==> src/rtl/region_select.sv <==
// region_select: keeps the largest-area candidate region of each frame and publishes it at frame end.
// Define REGION_SELECT_MEAN_EN to build the serial mean-gray divider; without it t_mean is constant 0.

module region_select #(
  parameter int MIN_AREA = 4,
  parameter int MAX_AREA = 1024
) (
  input  logic        clk,
  input  logic        rst_n,
  input  logic        fs,
  input  logic        e_valid,
  input  logic [9:0]  e_label,
  input  logic [8:0]  e_le,
  input  logic [8:0]  e_ri,
  input  logic [8:0]  e_upm,
  input  logic [8:0]  e_dw,
  input  logic [31:0] e_sum_gray,
  input  logic [19:0] e_num_gray,
  output logic        busy,
  output logic        t_valid,
  output logic [9:0]  t_label,
  output logic [8:0]  t_cx,
  output logic [8:0]  t_cy,
  output logic [8:0]  t_w,
  output logic [8:0]  t_h,
  output logic [7:0]  t_mean,
  output logic [19:0] t_area,
  output logic [7:0]  t_count,
  output logic [7:0]  t_drop
);

  localparam logic [19:0] MIN_A = 20'(MIN_AREA);
  localparam logic [19:0] MAX_A = 20'(MAX_AREA);

  typedef enum logic [1:0] {
    IDLE  = 2'd0,
    CHECK = 2'd1,
    DIV   = 2'd2,
    CMP   = 2'd3
  } state_t;

  state_t      state_q;
  logic        fs_q;
  logic        pend_q;
  logic [9:0]  label_q;
  logic [8:0]  le_q, ri_q, upm_q, dw_q;
  logic [19:0] num_q;
  logic [7:0]  cnt_q;
  logic [7:0]  drop_q;

  logic [9:0]  best_label_q;
  logic [8:0]  best_cx_q, best_cy_q, best_w_q, best_h_q;
  logic [7:0]  best_mean_q;
  logic [19:0] best_area_q;

  logic        fs_rise_d, fs_fall_d, publish_d, cand_d;
  logic [8:0]  w_d, h_d, cx_d, cy_d;
  logic [7:0]  cur_mean_d;

  assign busy      = (state_q != IDLE);
  assign fs_rise_d = fs & ~fs_q;
  assign fs_fall_d = ~fs & fs_q;
  // A record arriving in the same cycle as the frame end is accepted first; publish waits for it.
  assign publish_d = (state_q == IDLE) && !e_valid && (pend_q || fs_fall_d);

  assign cand_d = (num_q >= MIN_A) && (num_q <= MAX_A) && (ri_q >= le_q) && (dw_q >= upm_q);
  assign w_d    = ri_q - le_q + 9'd1;
  assign h_d    = dw_q - upm_q + 9'd1;
  assign cx_d   = 9'(({1'b0, le_q} + {1'b0, ri_q}) >> 1);
  assign cy_d   = 9'(({1'b0, upm_q} + {1'b0, dw_q}) >> 1);

`ifdef REGION_SELECT_MEAN_EN
  logic [31:0] quo_q;
  logic [19:0] rem_q;
  logic [5:0]  it_q;
  logic [7:0]  mean_q;
  logic [20:0] shl_d;
  logic        ge_d;

  // Restoring division: the dividend shifts out of quo_q while quotient bits shift in.
  assign shl_d      = {rem_q, quo_q[31]};
  assign ge_d       = shl_d >= {1'b0, num_q};
  assign cur_mean_d = mean_q;
`else
  logic unused_sum;
  assign unused_sum = ^e_sum_gray;
  assign cur_mean_d = 8'd0;
`endif

  always_ff @(posedge clk or negedge rst_n) begin
    if (!rst_n) begin
      state_q      <= IDLE;
      fs_q         <= 1'b0;
      pend_q       <= 1'b0;
      label_q      <= '0;
      le_q         <= '0;
      ri_q         <= '0;
      upm_q        <= '0;
      dw_q         <= '0;
      num_q        <= '0;
      cnt_q        <= '0;
      drop_q       <= '0;
      best_label_q <= '0;
      best_cx_q    <= '0;
      best_cy_q    <= '0;
      best_w_q     <= '0;
      best_h_q     <= '0;
      best_mean_q  <= '0;
      best_area_q  <= '0;
      t_valid      <= 1'b0;
      t_label      <= '0;
      t_cx         <= '0;
      t_cy         <= '0;
      t_w          <= '0;
      t_h          <= '0;
      t_mean       <= '0;
      t_area       <= '0;
      t_count      <= '0;
      t_drop       <= '0;
`ifdef REGION_SELECT_MEAN_EN
      quo_q        <= '0;
      rem_q        <= '0;
      it_q         <= '0;
      mean_q       <= '0;
`endif
    end else begin
      fs_q    <= fs;
      t_valid <= 1'b0;

      case (state_q)
        IDLE: begin
          if (e_valid) begin
            label_q <= e_label;
            le_q    <= e_le;
            ri_q    <= e_ri;
            upm_q   <= e_upm;
            dw_q    <= e_dw;
            num_q   <= e_num_gray;
`ifdef REGION_SELECT_MEAN_EN
            quo_q   <= e_sum_gray;
`endif
            state_q <= CHECK;
          end
        end
        CHECK: begin
          if (!cand_d) begin
            state_q <= IDLE;
          end else begin
`ifdef REGION_SELECT_MEAN_EN
            rem_q   <= '0;
            it_q    <= '0;
            state_q <= DIV;
`else
            state_q <= CMP;
`endif
          end
        end
`ifdef REGION_SELECT_MEAN_EN
        DIV: begin
          if (it_q != 6'd32) begin
            rem_q <= ge_d ? 20'(shl_d - {1'b0, num_q}) : 20'(shl_d);
            quo_q <= {quo_q[30:0], ge_d};
            it_q  <= it_q + 6'd1;
          end else begin
            mean_q  <= (|quo_q[31:8]) ? 8'hFF : quo_q[7:0];
            state_q <= CMP;
          end
        end
`endif
        CMP: begin
          if (cnt_q != 8'hFF) cnt_q <= cnt_q + 8'd1;
          // Strictly greater: on equal area the earlier record stays selected.
          if (num_q > best_area_q) begin
            best_label_q <= label_q;
            best_cx_q    <= cx_d;
            best_cy_q    <= cy_d;
            best_w_q     <= w_d;
            best_h_q     <= h_d;
            best_mean_q  <= cur_mean_d;
            best_area_q  <= num_q;
          end
          state_q <= IDLE;
        end
        default: state_q <= IDLE;
      endcase

      if (e_valid && (state_q != IDLE) && (drop_q != 8'hFF)) drop_q <= drop_q + 8'd1;

      if (fs_rise_d) begin
        cnt_q        <= '0;
        drop_q       <= '0;
        best_label_q <= '0;
        best_cx_q    <= '0;
        best_cy_q    <= '0;
        best_w_q     <= '0;
        best_h_q     <= '0;
        best_mean_q  <= '0;
        best_area_q  <= '0;
      end

      if (fs_fall_d) pend_q <= 1'b1;

      if (publish_d) begin
        pend_q  <= 1'b0;
        t_valid <= 1'b1;
        t_label <= best_label_q;
        t_cx    <= best_cx_q;
        t_cy    <= best_cy_q;
        t_w     <= best_w_q;
        t_h     <= best_h_q;
        t_mean  <= best_mean_q;
        t_area  <= best_area_q;
        t_count <= cnt_q;
        t_drop  <= drop_q;
      end
    end
  end

endmodule

==> config.mk <==
export PLATFORM = sky130hd
export DESIGN_NAME = region_select
export DESIGN_NICKNAME = d
export VERILOG_FILES = /design/src/rtl/region_select.sv
export SDC_FILE = /design/constraint.sdc
export NUM_CORES = 1
export LEC_CHECK = 0
export CAP_MARGIN = 20
export CORE_MARGIN = 2
export CORE_UTILIZATION = 45
export DETAILED_ROUTE_END_ITERATION = 10
export PLACE_DENSITY = 0.72
export RECOVER_POWER = 50
export SYNTH_ARGS = -nofsm -noshare
export SYNTH_HDL_FRONTEND = slang
export SYNTH_SLANG_ARGS = --single-unit
==> constraint.sdc <==
create_clock -name clk -period 7.45 [get_ports clk]
set_input_delay 1.1175 -clock clk [delete_from_list [all_inputs] [get_ports clk]]
set_output_delay 1.1175 -clock clk [all_outputs]
set_load 0.05 [all_outputs]
==> impl_metrics.tcl, run 1 <==
set metrics [dict create \
    detailedRoute.firstIterationViolations 485 \
    core_um2 25900 \
    syn-cell-area_um2 11800 \
    clockBufferDepth 3 \
    wl_met1_mm 11.9 \
    antenna_found_initial 0 \
    crit_fanout 92 \
    syn_to_final_growth_pct 21.9 \
    cts_resized 0 \
    clock_latency_ps 520 \
    wl_met3_mm 1.10 \
    dr_total_vias 8528 \
    grt_use_total_pct 19.0 \
    ys_seq_elements 235 \
    highest_layer "met4" \
    routed_via_density 5.05 \
    drtAntennaViolNets 0 \
    max_clock_freq_mhz 232 \
    reg2reg_to "best_cx_q[7]$_DFFE_PN0P_" \
    critPathCapture "t_cx[2]$_DFFE_PN0P_" \
    n_antenna_cell 0 \
    violations "capacitance limit, slew limit" \
    ir_drop_v 0.000197 \
    multi_input_area_um2 5430 \
    dp_hpwl_mm 17.7 \
    wl_met2_mm 12.5 \
    worst_setup_path_end_kind "async pin" \
    synth_top_cells_by_count "364 x nand2_1, 235 x dfrtp_1, 76 x ha_1" \
    cp_num_buf_inv 2 \
    ff_latch_area_um2 5880 \
    cts.sinks 235 \
    drive_above_1_share_pct 7.23 \
    maxSlewHeadroom_pct -128 \
    clk_pin_slew_ps 60 \
    hp-class "flop to flop" \
    worst_clock_skew_ps 8.24 \
    utilization_pct 55.5 \
    period_share_pct 58.0 \
    reg2reg_slack_ps 3570 \
    synthTopCellsByArea "dfrtp_1 50%, nand2_1 12%, ha_1 8.1%, mux2i_1 5.8%, mux2_2 4.1%" \
    gp_congestion 0.838 \
    synth-edff-count 0 \
    yosysMostFrequentCell "nand2_1" \
    power.density_nw_per_um2 231 \
    r2r_cells 8 \
    num-fill-cells 2289 \
    worstPathArrival_ps 4170 \
    setup-violations-final 0 \
    critPathTopFamily "buffers and inverters" \
    cts_tree "yes" \
    grt_max_degree 93 \
    wl_per_cell_um 15.4 \
    synthDistinctLibCells 53 \
    reg2reg_from "num_q[11]$_DFFE_PN0P_" \
    wirelength_mm 26.0 \
    drc 0 \
    htreeDepth 1 \
    cp-start-kind "input pin" \
    placed_cell_area_um2 13600 \
    synth.avg_cell_area_um2 9.83 \
    grt_pass1_vias 8507 \
    cts_buffers 26 \
    rsz0062_at_grt "no" \
    yosys_warnings 0 \
    total_leakage_power_nw 6.89 \
    fin_setup_tns_ps 0 \
    crit_chain "buf_8 -> clkbuf_1" \
    yosys.area.top_type "dfrtp_1" \
    slowest_delay_ps 2470 \
    synthArstFlopShare_pct 100 \
    overflow 0 \
    cts_root_buffer "clkbuf_16" \
    drt-pass1-iter-count 4 \
    hold_buffers 0 \
    yosysTopAreaCellShare_pct 49.9 \
    die_w_um 166 \
    maxCapViolCount 3 \
    synthCells 1200 \
    fin_crit_ps 4320 \
    portBuffers 153 \
    tightest_slew_ps 3420 \
    yosysSeqAreaShare_pct 49.9 \
    synthFlopType "dfrtp_1" \
    die_h_um 166 \
    die_area_um2 27500 \
    grt_pass1_wl_mm 43.5 \
    io_pins 194 \
    cp_data_required_time_ps 7300 \
    crit_start "rst_n" \
    crit_cells 2 \
    final_max_slew_viol_count 134 \
    post-cts-setup-buffers 0 \
    num-nets-final 1526 \
    whs_ps 460 \
    status "finished with violations" \
    fin_area_um2 14400 \
    final_hold_viol_count 0 \
    initial_core_util_pct 45.5 \
    rows 59 \
    critical_path_class "input pin to async pin" \
    slowest_stage "clkbuf_1" \
]
## final cells by class
class / count / share of cell area (%)
Clock inverter: 6 / 0.252
Timing Repair Buffer: 163 / 11.2
Clock buffer: 39 / 5.36
Inverter: 59 / 1.54
Multi-Input combinational cell: 853 / 37.8
Sequential cell: 235 / 40.9
Tap cell: 335 / 2.92
## logic make-up (layout without fill, tap and decap cells)
family | Yosys count | after routing | share of synthesized area, %
XOR/XNOR | 27 | 27 | 2.00
buffers and inverters | 119 | 267 | 4.48
other | 1 | 8 | 0.0318
AND/OR/NAND/NOR | 495 | 495 | 17.7
multiplexers | 111 | 111 | 9.87
flip-flops | 235 | 235 | 49.9
adder cells (fa/ha/maj) | 86 | 86 | 9.76
AO/OA/AOI/OAI | 126 | 126 | 6.32
## state kept, by name, indices dropped and copies added (netlist names), 10 cells and up
| register | flops |
|---|---|
| best_area_q | 20 |
| num_q | 20 |
| t_area | 20 |
| t_label | 10 |
| best_label_q | 10 |
| label_q | 10 |
## metrics by stage
stage / setup slack (ps) / total power, mW / std cells
6_report: 3130 / 3.32 / 1690
5_1_grt: 2200 / 3.51 / 1690
4_1_cts: 4280 / 3.36 / 1689
3_5_place_dp: 3960 / 2.13 / 1644
3_3_place_gp: 3970 / 2.11 / 1644
2_1_floorplan: 4920 / 1.91 / 1207
## power by group
group	total [mW]	leakage [nW]	switching [mW]	internal [mW]
Combinational	0.710	3.35	0.402	0.308
Clock	1.22	0.397	0.508	0.711
Sequential	1.39	3.14	0.0560	1.34
## routing by layer
layer  up-vias  GRT usage, %
met3        32          3.67
li1       4206             -
met1      4124          25.4
met5         -             0
met4         0          4.05
met2       166          32.3
## worst min path at each step
stage                                           start                endpoint  slack, ps  cells past startpoint
after floorplan              best_cx_q[0]$_DFFE_PN0P_     t_cx[0]$_DFFE_PN0P_        440                      2
after global placement        best_w_q[8]$_DFFE_PN0P_      t_w[8]$_DFFE_PN0P_        450                      2
after detailed placement  best_label_q[6]$_DFFE_PN0P_  t_label[6]$_DFFE_PN0P_        450                      2
after CTS                 best_label_q[6]$_DFFE_PN0P_  t_label[6]$_DFFE_PN0P_        460                      2
after global routing          best_h_q[6]$_DFFE_PN0P_      t_h[6]$_DFFE_PN0P_        490                      2
final                     best_label_q[6]$_DFFE_PN0P_  t_label[6]$_DFFE_PN0P_        460                      2
## cell usage in the layout (no fill, tap or decap), types with 23 or more instances in the layout
master / netlist / final
nand2_1: 364 / 364
dfrtp_1: 235 / 235
clkdlybuf4s50_1: 0 / 150
ha_1: 76 / 76
mux2i_1: 68 / 68
o21ai_0: 59 / 61
inv_1: 58 / 58
mux2_2: 43 / 43
nor2_1: 37 / 37
clkbuf_16: 0 / 27
a21oi_1: 23 / 23
Note: power is estimated with default switching activity, not from simulation.
==> run 2, diff against run 1 <==
==> constraint.sdc (replaced) <==
create_clock -name clk -period 4 [get_ports clk]
set_input_delay 0.6 -clock clk [delete_from_list [all_inputs] [get_ports clk]]
set_output_delay 0.6 -clock clk [all_outputs]
set_load 0.05 [all_outputs]
==> run 2 against run 1 <==
The run still ends with capacitance limit, slew limit left. Sequential share of layout area shrank 0.099 points. Hold slack lost 450 ps. Total power grew 86%. Largest cell class unchanged.
==> impl_metrics.tcl, run 2 (synthesis gave the netlist of run 1 again) <==
set metrics [dict create \
    core_um2 25900 \
    hold_buffers 0 \
    p_int_mw 4.40 \
    critical_path_class "flop to flop" \
    grt_pass1_wl_mm 43.5 \
    cp_num_buf_inv 3 \
    final_hold_viol_count 0 \
    syn_to_final_growth_pct 22.2 \
    final_common_cell "nand2_1" \
    setup-violations-final 0 \
    p_clk_share_pct 36.4 \
    maxSlewHeadroom_pct -65.9 \
    grt_use_total_pct 19.1 \
    wl_per_cell_um 15.4 \
    clock_latency_ps 510 \
    rsz0062_at_grt "no" \
    dr_total_vias 8528 \
    detailedRoute.firstIterationViolations 578 \
    mostFrequentLayoutCells "364 x nand2_1, 235 x dfrtp_1, 151 x clkdlybuf4s50_1" \
    cp_data_required_time_ps 4370 \
    antenna_found_initial 0 \
    ir_drop_v 0.000368 \
    tightest_slew_ps 2490 \
    grt_max_degree 130 \
    worst_clock_skew_ps 12.0 \
    post-cts-setup-buffers 0 \
    io_pins 194 \
    slowest_stage "dfrtp_1" \
    cp-start-kind "flop" \
    fin_area_um2 14400 \
    placed_cell_area_um2 13600 \
    violations "capacitance limit, slew limit" \
    cts_resized 0 \
    cts_tree "yes" \
    cts_buffers 25 \
    dp_hpwl_mm 17.9 \
    worst_setup_path_end_kind "flop" \
    maxCapViolCount 2 \
    drive_above_1_share_pct 7.31 \
    reg.largest.list "best_area_q: 20 flops, num_q: 20 flops, t_area: 20 flops" \
    slowest_delay_ps 410 \
    initial_core_util_pct 45.5 \
    status "finished with violations" \
    hp-class "input pin to async pin" \
    seqPwrFrac_pct 42.1 \
    cts_root_buffer "clkbuf_16" \
    portBuffers 153 \
    max_clock_freq_mhz 352 \
    worstPathArrival_ps 3220 \
    rows 59 \
    grt_pass1_vias 8547 \
    clk_pin_slew_ps 60 \
    drc 0 \
    die_area_um2 27500 \
    drt-pass1-iter-count 4 \
    htreeDepth 1 \
    highest_layer "met4" \
    num-nets-final 1528 \
    comb_power_share_pct 21.5 \
    overflow 0 \
    crit_fanout 4 \
    wl_met3_mm 1.24 \
    wl_met1_mm 12.0 \
    die_h_um 166 \
    p_sw_mw 1.76 \
    wirelength_mm 26.1 \
    critPathTopFamily "adder cells" \
    cts.sinks 235 \
    fin_setup_tns_ps 0 \
    die_w_um 166 \
    p_sw_share_pct 28.5 \
    routed_via_density 5.05 \
    num-fill-cells 2256 \
    period_share_pct 71.1 \
    wl_met2_mm 12.5 \
    critPathMostFrequentCell "inv_1" \
    power.density_nw_per_um2 427 \
    clockBufferDepth 3 \
    n_antenna_cell 0 \
    crit_chain "inv_1 -> ha_1 -> inv_1 -> ha_1 -> inv_1 -> fa_1 -> nor2b_1 -> o21ai_0 -> a21boi_0 -> mux2i_1 -> o41ai_1 -> mux2i_1" \
    drtAntennaViolNets 0 \
    total_leakage_power_nw 6.91 \
    fin_crit_ps 2840 \
    final_max_slew_viol_count 177 \
    gp_congestion 0.837 \
]
[run 2: final timing paths]
path / start / slack, ps / cells past startpoint / to
setup / recovery: le_q[1]$_DFFE_PN0P_ / 1160 / 12 / best_w_q[7]$_DFFE_PN0P_
hold / removal: rst_n / 10 / 1 / num_q[9]$_DFFE_PN0P_
setup reg to reg: le_q[1]$_DFFE_PN0P_ / 1160 / 12 / best_w_q[7]$_DFFE_PN0P_
hold reg to reg: best_label_q[3]$_DFFE_PN0P_ / 460 / 2 / t_label[3]$_DFFE_PN0P_
max in group asynchronous: rst_n / 1240 / 2 / t_w[1]$_DFFE_PN0P_
min in group clk: best_label_q[3]$_DFFE_PN0P_ / 460 / 2 / t_label[3]$_DFFE_PN0P_
[run 2: area by class of cell]
cell class	instances	area, um^2	area share [%]
repair buffers	166	1660	11.5
inverters	59	221	1.54
flip-flops and latches	235	5880	40.8
clock buffers	40	752	5.22
well taps	335	419	2.91
multi-input cells	853	5440	37.8
clock inverters	2	35.0	0.243
[run 2: power by group through the flow]
stage	clock network [mW]	registers (mW)	logic (mW)
after floorplan	0	2.63	0.934
after global placement	0	2.63	1.30
after detailed placement	0	2.63	1.33
after CTS	2.30	2.59	1.34
after global routing	2.40	2.61	1.49
final	2.24	2.59	1.33
[run 2: layer usage]
layer / vias to the layer above / global-route usage [%]
met2: 150 / 32.6
met3: 27 / 3.55
met5: - / 0
met4: 0 / 3.67
li1: 4217 / -
met1: 4134 / 25.7
[run 2: through the flow]
stage / utilization (%) / worst slack [ps] / power [mW] / hold slack, ps / cells
finish: 55.6 / 1160 / 6.16 / 13.8 / 1690
global placement: 52.6 / 1240 / 3.93 / 448 / 1647
CTS: 55.7 / 1150 / 6.23 / 21.4 / 1689
detailed placement: 52.6 / 1150 / 3.97 / 450 / 1647
global route: 55.6 / 645 / 6.50 / 31.3 / 1690
floorplan: - / 1470 / 3.56 / 304 / 1207
==> run 3, diff against run 2 <==
--- a/config.mk
+++ b/config.mk
@@ -9,7 +9,7 @@
 export CORE_MARGIN = 2
 export CORE_UTILIZATION = 45
 export DETAILED_ROUTE_END_ITERATION = 10
-export PLACE_DENSITY = 0.72
+export PLACE_DENSITY = 0.75
 export RECOVER_POWER = 50
 export SYNTH_ARGS = -nofsm -noshare
 export SYNTH_HDL_FRONTEND = slang
==> constraint.sdc (replaced) <==
create_clock -name clk -period 2.4 [get_ports clk]
set_input_delay 0.36 -clock clk [delete_from_list [all_inputs] [get_ports clk]]
set_output_delay 0.36 -clock clk [all_outputs]
set_load 0.05 [all_outputs]
==> run 3 against run 2 <==
The flow now finishes without violations. Critical endpoint is now best_h_q[5]$_DFFE_PN0P_. Sequential share of layout area shrank 1.3 points. Final cell count grew 1.8%. Setup slack lost 1100 ps. First-iteration DRC count shrank 1.0%. Wire length grew 3.4%. Clock skew shrank 3.8 ps. Critical path depth shrank 3.
==> impl_metrics.tcl, run 3 (synthesis gave the netlist of run 1 again) <==
set metrics [dict create \
    grt_use_total_pct 19.3 \
    worst_clock_skew_ps 8.18 \
    rsz0062_at_grt "yes" \
    core_um2 25900 \
    initial_core_util_pct 45.5 \
    drive_above_1_share_pct 11.8 \
    ir_drop_v 0.000581 \
    overflow 0 \
    holdCritStartpoint "e_dw[1]" \
    io_pins 194 \
    crit_chain "ha_1 -> nor2b_1 -> o211ai_2 -> a21oi_2 -> o31a_1 -> buf_6 -> o21ai_4 -> clkbuf_16 -> mux2i_1" \
    htreeDepth 1 \
    hp-class "input pin to flop" \
    power.density_nw_per_um2 720 \
    final_max_slew_viol_count 0 \
    reg.largest.list "best_area_q: 20 flops, num_q: 20 flops, t_area: 20 flops" \
    slowest_stage "dfrtp_1" \
    setup-violations-final 0 \
    drt-pass1-iter-count 5 \
    clock_latency_ps 530 \
    clk_pin_slew_ps 60 \
    critical_path_class "flop to flop" \
    grt_pass1_wl_mm 43.9 \
    rows 59 \
    fin_crit_ps 2390 \
    dr_total_vias 8783 \
    clockBufferDepth 3 \
    detailedRoute.firstIterationViolations 572 \
    cp-start-kind "flop" \
    antenna_found_initial 0 \
    drc 0 \
    cts_tree "yes" \
    cts_buffers 26 \
    crit_start "num_q[1]$_DFFE_PN0P_" \
    wl_per_cell_um 15.7 \
    num-nets-final 1553 \
    gp_congestion 0.826 \
    portBuffers 153 \
    grt_max_degree 79 \
    crit_fanout 14 \
    dp_hpwl_mm 18.4 \
    final_hold_viol_count 0 \
    tightest_slew_ps 1300 \
    drtAntennaViolNets 0 \
    reg2reg_from "num_q[1]$_DFFE_PN0P_" \
    die_w_um 166 \
    cts.sinks 235 \
    whs_ps 388 \
    die_area_um2 27500 \
    mostFrequentLayoutCells "364 x nand2_1, 235 x dfrtp_1, 150 x clkdlybuf4s50_1" \
    wirelength_mm 27.0 \
    syn_to_final_growth_pct 26.2 \
    period_share_pct 99.7 \
    status "complete, no violations" \
    fin_setup_tns_ps 0 \
    worst_setup_path_end_kind "flop" \
    maxCapViolCount 0 \
    cts_root_buffer "clkbuf_16" \
    cp_data_required_time_ps 2850 \
    max_clock_freq_mhz 418 \
    routed_via_density 5.11 \
    fin_area_um2 14900 \
    die_h_um 166 \
    slowest_delay_ps 420 \
    maxSlewHeadroom_pct 13.4 \
    worstPathArrival_ps 2850 \
    power_mw 10.7 \
    final_common_cell "nand2_1" \
    total_leakage_power_nw 7.13 \
    grt_pass1_vias 8779 \
    placed_cell_area_um2 13900 \
]
==> run 3: cell count changes in the layout (fill, tap and decap cells not counted), moves of 5 or more <==
cell,change
inv_1,-8
ha_4,+5
buf_4,+16
clkinv_2,+6
inv_2,+7
clkbuf_1,-5
ha_1,-8
==> run 3: final cells by class <==
type                       instances  area [um^2]
antenna                            1         2.50
timing repair buffer             190         1920
clock buffer                      37          773
fill                            2195        11000
sequential                       235         5880
inverter                          59          224
clock inverter                    10         81.3
multi-input combinational        853         5590
tap                              335          419
==> run 3: metrics by stage <==
stage | worst slack [ps] | std cells | utilization (%)
2_1_floorplan | 65.3 | 1207 | -
3_3_place_gp | 22.1 | 1663 | 53.5
3_5_place_dp | -29.1 | 1663 | 53.5
4_1_cts | 6.82 | 1711 | 56.8
5_1_grt | -110 | 1719 | 57.4
6_report | 6.33 | 1720 | 57.5
==> run 3: worst max-delay path: cells and delay by family, from the launching register on <==
| family | cells | cell delay, ps |
|---|---|---|
| compound gates | 4 | 840 |
| flops | 1 | 420 |
| fa+ha+maj | 1 | 310 |
| mux | 1 | 190 |
| simple gates | 1 | 150 |
| buf+inv | 2 | 410 |
==> run 3: report_power, final <==
group | internal (mW) | switching [mW]
registers | 4.15 | 0.171
logic | 1.13 | 1.35
clock network | 2.34 | 1.59
==> run 3: metal layers <==
| metal | GRT usage [%] | vias up | part of all wire, % |
|---|---|---|---|
| li1 | - | 4270 | - |
| met1 | 26.3 | 4248 | 45 |
| met2 | 32.0 | 214 | 48 |
| met3 | 3.10 | 51 | 4.4 |
| met4 | 5.48 | 0 | 2.7 |
| met5 | 0 | - | 0 |
==> run 3: repair_timing <==
| item | CTS | global route |
|---|---|---|
| buffers inserted | 0 | 6 |
| pin swaps | 0 | 17 |
| hold endpoints to repair | 49 | 0 |
| gates cloned | 0 | 2 |
| resized for setup | 3 | 35 |
| endpoints found under the setup margin | 2 | 7 |
| hold buffers | 1 | 0 |
==> run 3: worst paths after layout <==
path,endpoint,slack (ps),cells past startpoint
setup reg to reg,best_h_q[5]$_DFFE_PN0P_,6,9
hold reg to reg,t_cy[4]$_DFFE_PN0P_,460,2
min in group asynchronous,num_q[7]$_DFFE_PN0P_,660,2
hold / removal,dw_q[1]$_DFFE_PN0P_,390,3
max in group asynchronous,ri_q[8]$_DFFE_PN0P_,260,3
setup / recovery,best_h_q[5]$_DFFE_PN0P_,6,9
==> edit 1 (flow settings as in run 3) <==
Make the reset (`rst_n`) synchronous in one clocked block.
--- a/src/rtl/region_select.sv
+++ b/src/rtl/region_select.sv
@@ -88,5 +88,5 @@
 `endif
 
-  always_ff @(posedge clk or negedge rst_n) begin
+  always_ff @(posedge clk) begin
     if (!rst_n) begin
       state_q      <= IDLE;
Behaviour: differs if rst_n is asserted again (counterexample within 4 cycles, from zero or initial values and one cycle with rst_n low); with rst_n held inactive, the same outputs for 4 cycles.
==> edit 1 against run 3 <==
- maximum frequency is 4.3% higher
- clock power rose by 8.7%
- worst setup slack improved by 0.099 ns
- global-route usage is 1.7 points higher
- combinational power fell by 43%
- non-clock buffer count grew 1
- sequential share of layout area decreased by 6.6 points
- power shrank 9.4%
- design area fell by 3.9%
- sequential cell count did not move
- wire length increased by 4.2%
- utilization fell by 0.17 points
- die area shrank 3.7%
- area after synthesis shrank 3.8%
==> edit 1: results (changes against run 3) <==
| Metric | Value |
|---|---|
| Layout net count | 1647 (+6.1%) |
| DR WL/cell | 15.6 um (-0.87%) |
| DRT iter0 DRCs | 570 (-0.35%) |
| Synth Area in Adders | 0.101 (+0.00386) |
| Peak VDD IR | 396 uV (-32%) |
| Clock Skew | 0.0178 ns (+0.00959 ns) |
| Number of global-route vias before repair | 9211 (+4.9%) |
| GPL Wtd Cong | 0.870 (+5.4%) |
| Routed wire length | 28.1 mm (+4.2%) |
| Multiplexer area fraction after synthesis | 0.00265 (-0.0961) |
| Fillers | 2268 (+3.3%) |
| Slew HR | 0.296 (+0.162) |
| Vias post-DR | 9381 (+6.8%) |
| Num CTS Buffers | 25 (-3.8%) |
| Worst EP arrival | 2.73 ns (-0.12 ns) |
| Total global routing track utilization | 0.210 (+0.0171) |
| Async SR Flop Fraction | 0 (-1.00) |
| Post-synthesis compound-gate area fraction | 0.212 (+0.149) |
| Post-synth cell types | 62 (+17%) |
| Outcome | completed |
| Pin count of the biggest net entering global routing | 67 (-15%) |
| Placed insts | 1761 (+5.9%) |
| Gate count of the mapped netlist | 1325 (+10%) |
| XOR/XNOR Fraction of Synth Area | 0.0239 (+0.00388) |
| Global-route wire length before repair | 45.7 mm (+4.0%) |
| P per Cell Area | 679 nW/um^2 (-5.7%) |
| FF-to-FF path depth | 8 (-1) |
| Dpl cell area | 13300 um^2 (-4.1%) |
edit 1: cell types whose count changed after synthesis, sizes merged, moves of 23 or more:
cell    change
a21oi      +53
o21ai      -24
mux2i      -65
nand4      +23
mux2       -43
a21boi    +146
dfrtp     -235
dfxtp     +235
nand2      -44
edit 1: worst paths after layout:
path	startpoint	to	slack [ns]
worst max-delay path	num_q[7]	best_w_q[2]	0.10
worst min-delay path	e_label[3]	label_q[3]	0.39
worst max register to register	num_q[7]	best_w_q[2]	0.10
worst min register to register	best_w_q[6]	t_w[6]	0.46
edit 1: critical path, stage by stage (launching register included):
cell	delay (ns)
dfxtp_1	0.43
ha_4	0.24
a21oi_1	0.15
o21ai_1	0.13
a221oi_2	0.39
o2111a_2	0.38
nor2_8	0.10
buf_12	0.16
a211oi_1	0.22
edit 1: final cells by class:
class,instances,area (um^2),area share
tap,330,413,0.0289
clock buffer,35,733,0.0513
clock inverter,10,198,0.0138
multi-input combinational,933,6070,0.425
sequential,235,4700,0.329
antenna,1,2.50,0.000175
timing repair buffer,191,1900,0.133
inverter,73,274,0.0192
edit 1: what timing repair did:
item / in CTS / in global routing
hold endpoints to repair: 0 / 0
resized for setup: 1 / 26
cloned: 0 / 0
pin swaps: 0 / 5
setup buffers: 0 / 1
endpoints found under the setup margin: 1 / 50
edit 1: power by group:
part | leakage (nW) | internal [mW] | total [mW] | switching, mW
Sequential | 1.90 | 3.97 | 4.04 | 0.0703
Clock | 0.447 | 2.68 | 4.27 | 1.59
Combinational | 2.84 | 0.568 | 1.40 | 0.833
edit 1: per-layer routing:
layer  wire length [um]  vias up  global-route usage
li1                   -     4744                   -
met1              13300     4397               0.283
met2              12900      198               0.353
met3               1170       42              0.0244
met4                721        0              0.0636
met5                  0        -                   0
==> edit 2 (config.mk and constraints of run 3) <==
Made on the original files. Add a define of `REGION_SELECT_MEAN_EN`.
--- a/src/rtl/region_select.sv
+++ b/src/rtl/region_select.sv
@@ -1,4 +1,6 @@
 // region_select: keeps the largest-area candidate region of each frame and publishes it at frame end.
 // Define REGION_SELECT_MEAN_EN to build the serial mean-gray divider; without it t_mean is constant 0.
+
+`define REGION_SELECT_MEAN_EN
 
 module region_select #(
Behaviour: not the same (a bounded check fails within 4 cycles, from zero or initial values and one cycle with rst_n low).
==> edit 2 against run 3 <==
- the flow now finishes with violations (negative setup slack)
- largest cell class is now multi-input combinational cells
- worst hold slack worse by 0.033 ns
- non-clock buffer count grew 199
- area after synthesis increased by 37%
- design area up 46%
- combinational power grew 58%
- die area rose by 36%
- wire length is 75% higher
- sequential cell count increased by 82
- power rose by 40%
- first-iteration DRC count up 65%
- worst setup slack got worse by 0.050 ns
- via count is 61% higher
==> edit 2: results (changes against run 3) <==
| Metric | Value |
|---|---|
| Outcome | finished, violations left |
| Violated checks | negative setup slack |
| Htree depth | 2 (+1) |
| Initial antenna violation count | 2 (+2) |
| Synth top area cells | dfrtp_1, nand2_1, ha_1, o21ai_0, a21oi_1 |
| Gate count of the mapped netlist | 1727 (+44%) |
| Num CTS Buffers | 36 (+38%) |
| Drt first pass iters | 6 (+1) |
| Worst EP arrival | 2.83 ns (-0.02 ns) |
| Clk Latency, worst-skew pair | 0.53 ns (about the same) |
| Leak | 9.92 nW (+39%) |
| Pre-CTS setup slack | -0.119 ns (-0.0896 ns) |
| Clock Skew | 0.0272 ns (+0.0190 ns) |
| Sequential fraction of the synthesis area | 0.491 (-0.00735) |
| Post-Syn Nets | 1938 |
| Biggest register | quo_q |
| Fin Setup TNS | -0.0732 ns (-0.0732 ns) |
| Pin count of the biggest net entering global routing | 111 (+41%) |
| Largest stage delay, worst path | 0.40 ns (-0.02 ns) |
| Final worst slack | -0.0439 ns (-0.0503 ns) |
| Final ANT Viol Nets | 0 (unchanged) |
| Max Fanout on Critical Path | 5 (-9) |
| Slew HR | 0.260 (+0.126) |
| Peak VDD IR | 474 uV (-18%) |
| CP delay by family, top | buffers and inverters |
| GPL Wtd Cong | 0.938 (+14%) |
| Fin cells | 2542 (+48%) |
| Post-synth cell types | 65 (+23%) |
| Slowest-stage cell, CP | dfrtp_1 |
| Detailed Place HPWL | 32.5 mm (+77%) |
| Commonest cells post-synth | nand2_1, dfrtp_1, o21ai_0 |
| PortBufs | 193 (+26%) |
| Number of global-route vias before repair | 14000 (+60%) |
| Area grow syn2layout | 34.2% |
| Ratio of cells with drive above 1 in the final layout | 0.179 (+0.0611) |
| Reg clk slew, reported paths | 0.06 ns (about the same) |
| Final Setup Violations | 3 (+3) |
| Fillers | 2969 (+35%) |
| Max reg flops | 32 |
| Dpl cell area | 19800 um^2 (+43%) |
| Clk buf depth | 3 (unchanged) |
| Top_reg_cell synth | dfrtp_1 |
| Hold WC Path Type | input pin to flip-flop |
| Vias per inst | 5.56 (+8.9%) |
| Global-route wire length before repair | 73.9 mm (+68%) |
| Async SR Flop Fraction | 1.00 (unchanged) |
| Routed wire length | 47.2 mm (+75%) |
| Synth warn | 0 (unchanged) |
| Layout net count | 2270 (+46%) |
| Total global routing track utilization | 0.241 (+0.0479) |
| DRT iter0 DRCs | 943 (+65%) |
| CTS Root Cell | clkbuf_16 |
-- edit 2: final timing paths --
path | startpoint | cells past startpoint | end | slack (ns)
max | num_q[12] | 11 | best_h_q[8] | -0.04
max in group asynchronous | rst_n | 3 | t_cx[3] | 0.33
min | fs | 1 | fs_q | 0.36
max reg2reg | num_q[12] | 11 | best_h_q[8] | -0.04
min reg2reg | best_label_q[4] | 2 | t_label[4] | 0.46
min in group asynchronous | rst_n | 2 | quo_q[29] | 0.61
-- edit 2: power by group --
group	switching (mW)	internal [mW]	leakage (nW)	total, mW
combinational	2.10	1.80	5.17	3.90
clock	2.21	3.10	0.553	5.31
sequential	0.220	5.62	4.19	5.84
-- edit 2: cell families after synthesis --
family          count (synthesis)  synth area share
mux                            34            0.0230
compound gates                403             0.150
xor+xnor                       55            0.0298
buf+inv                       186            0.0478
simple gates                  623             0.169
fa+ha+maj                     109            0.0896
flops                         317             0.491
-- edit 2: timing repair --
item,in CTS,in global routing
gates cloned,1,8
buffers inserted,6,13
resized for setup,27,121
pin swaps,11,42
hold endpoints to repair,62,0
hold buffers,1,0
endpoints found under the setup margin,87,99
-- edit 2: cell type report --
| cell class | count | area share |
|---|---|---|
| Clock buffer | 46 | 0.0451 |
| Inverter | 91 | 0.0158 |
| Multi-Input combinational cell | 1224 | 0.372 |
| Sequential cell | 317 | 0.366 |
| Tap cell | 461 | 0.0266 |
| Timing Repair Buffer | 389 | 0.168 |
| Clock inverter | 13 | 0.00641 |
| Antenna cell | 1 | 0.000115 |
-- edit 2: routing by layer --
metal / track usage / up-vias / routed length (um)
met1: 0.317 / 6960 / 19900
li1: - / 6604 / -
met5: 0 / - / 16
met3: 0.0342 / 97 / 2430
met2: 0.415 / 474 / 23400
met4: 0.0664 / 2 / 1400
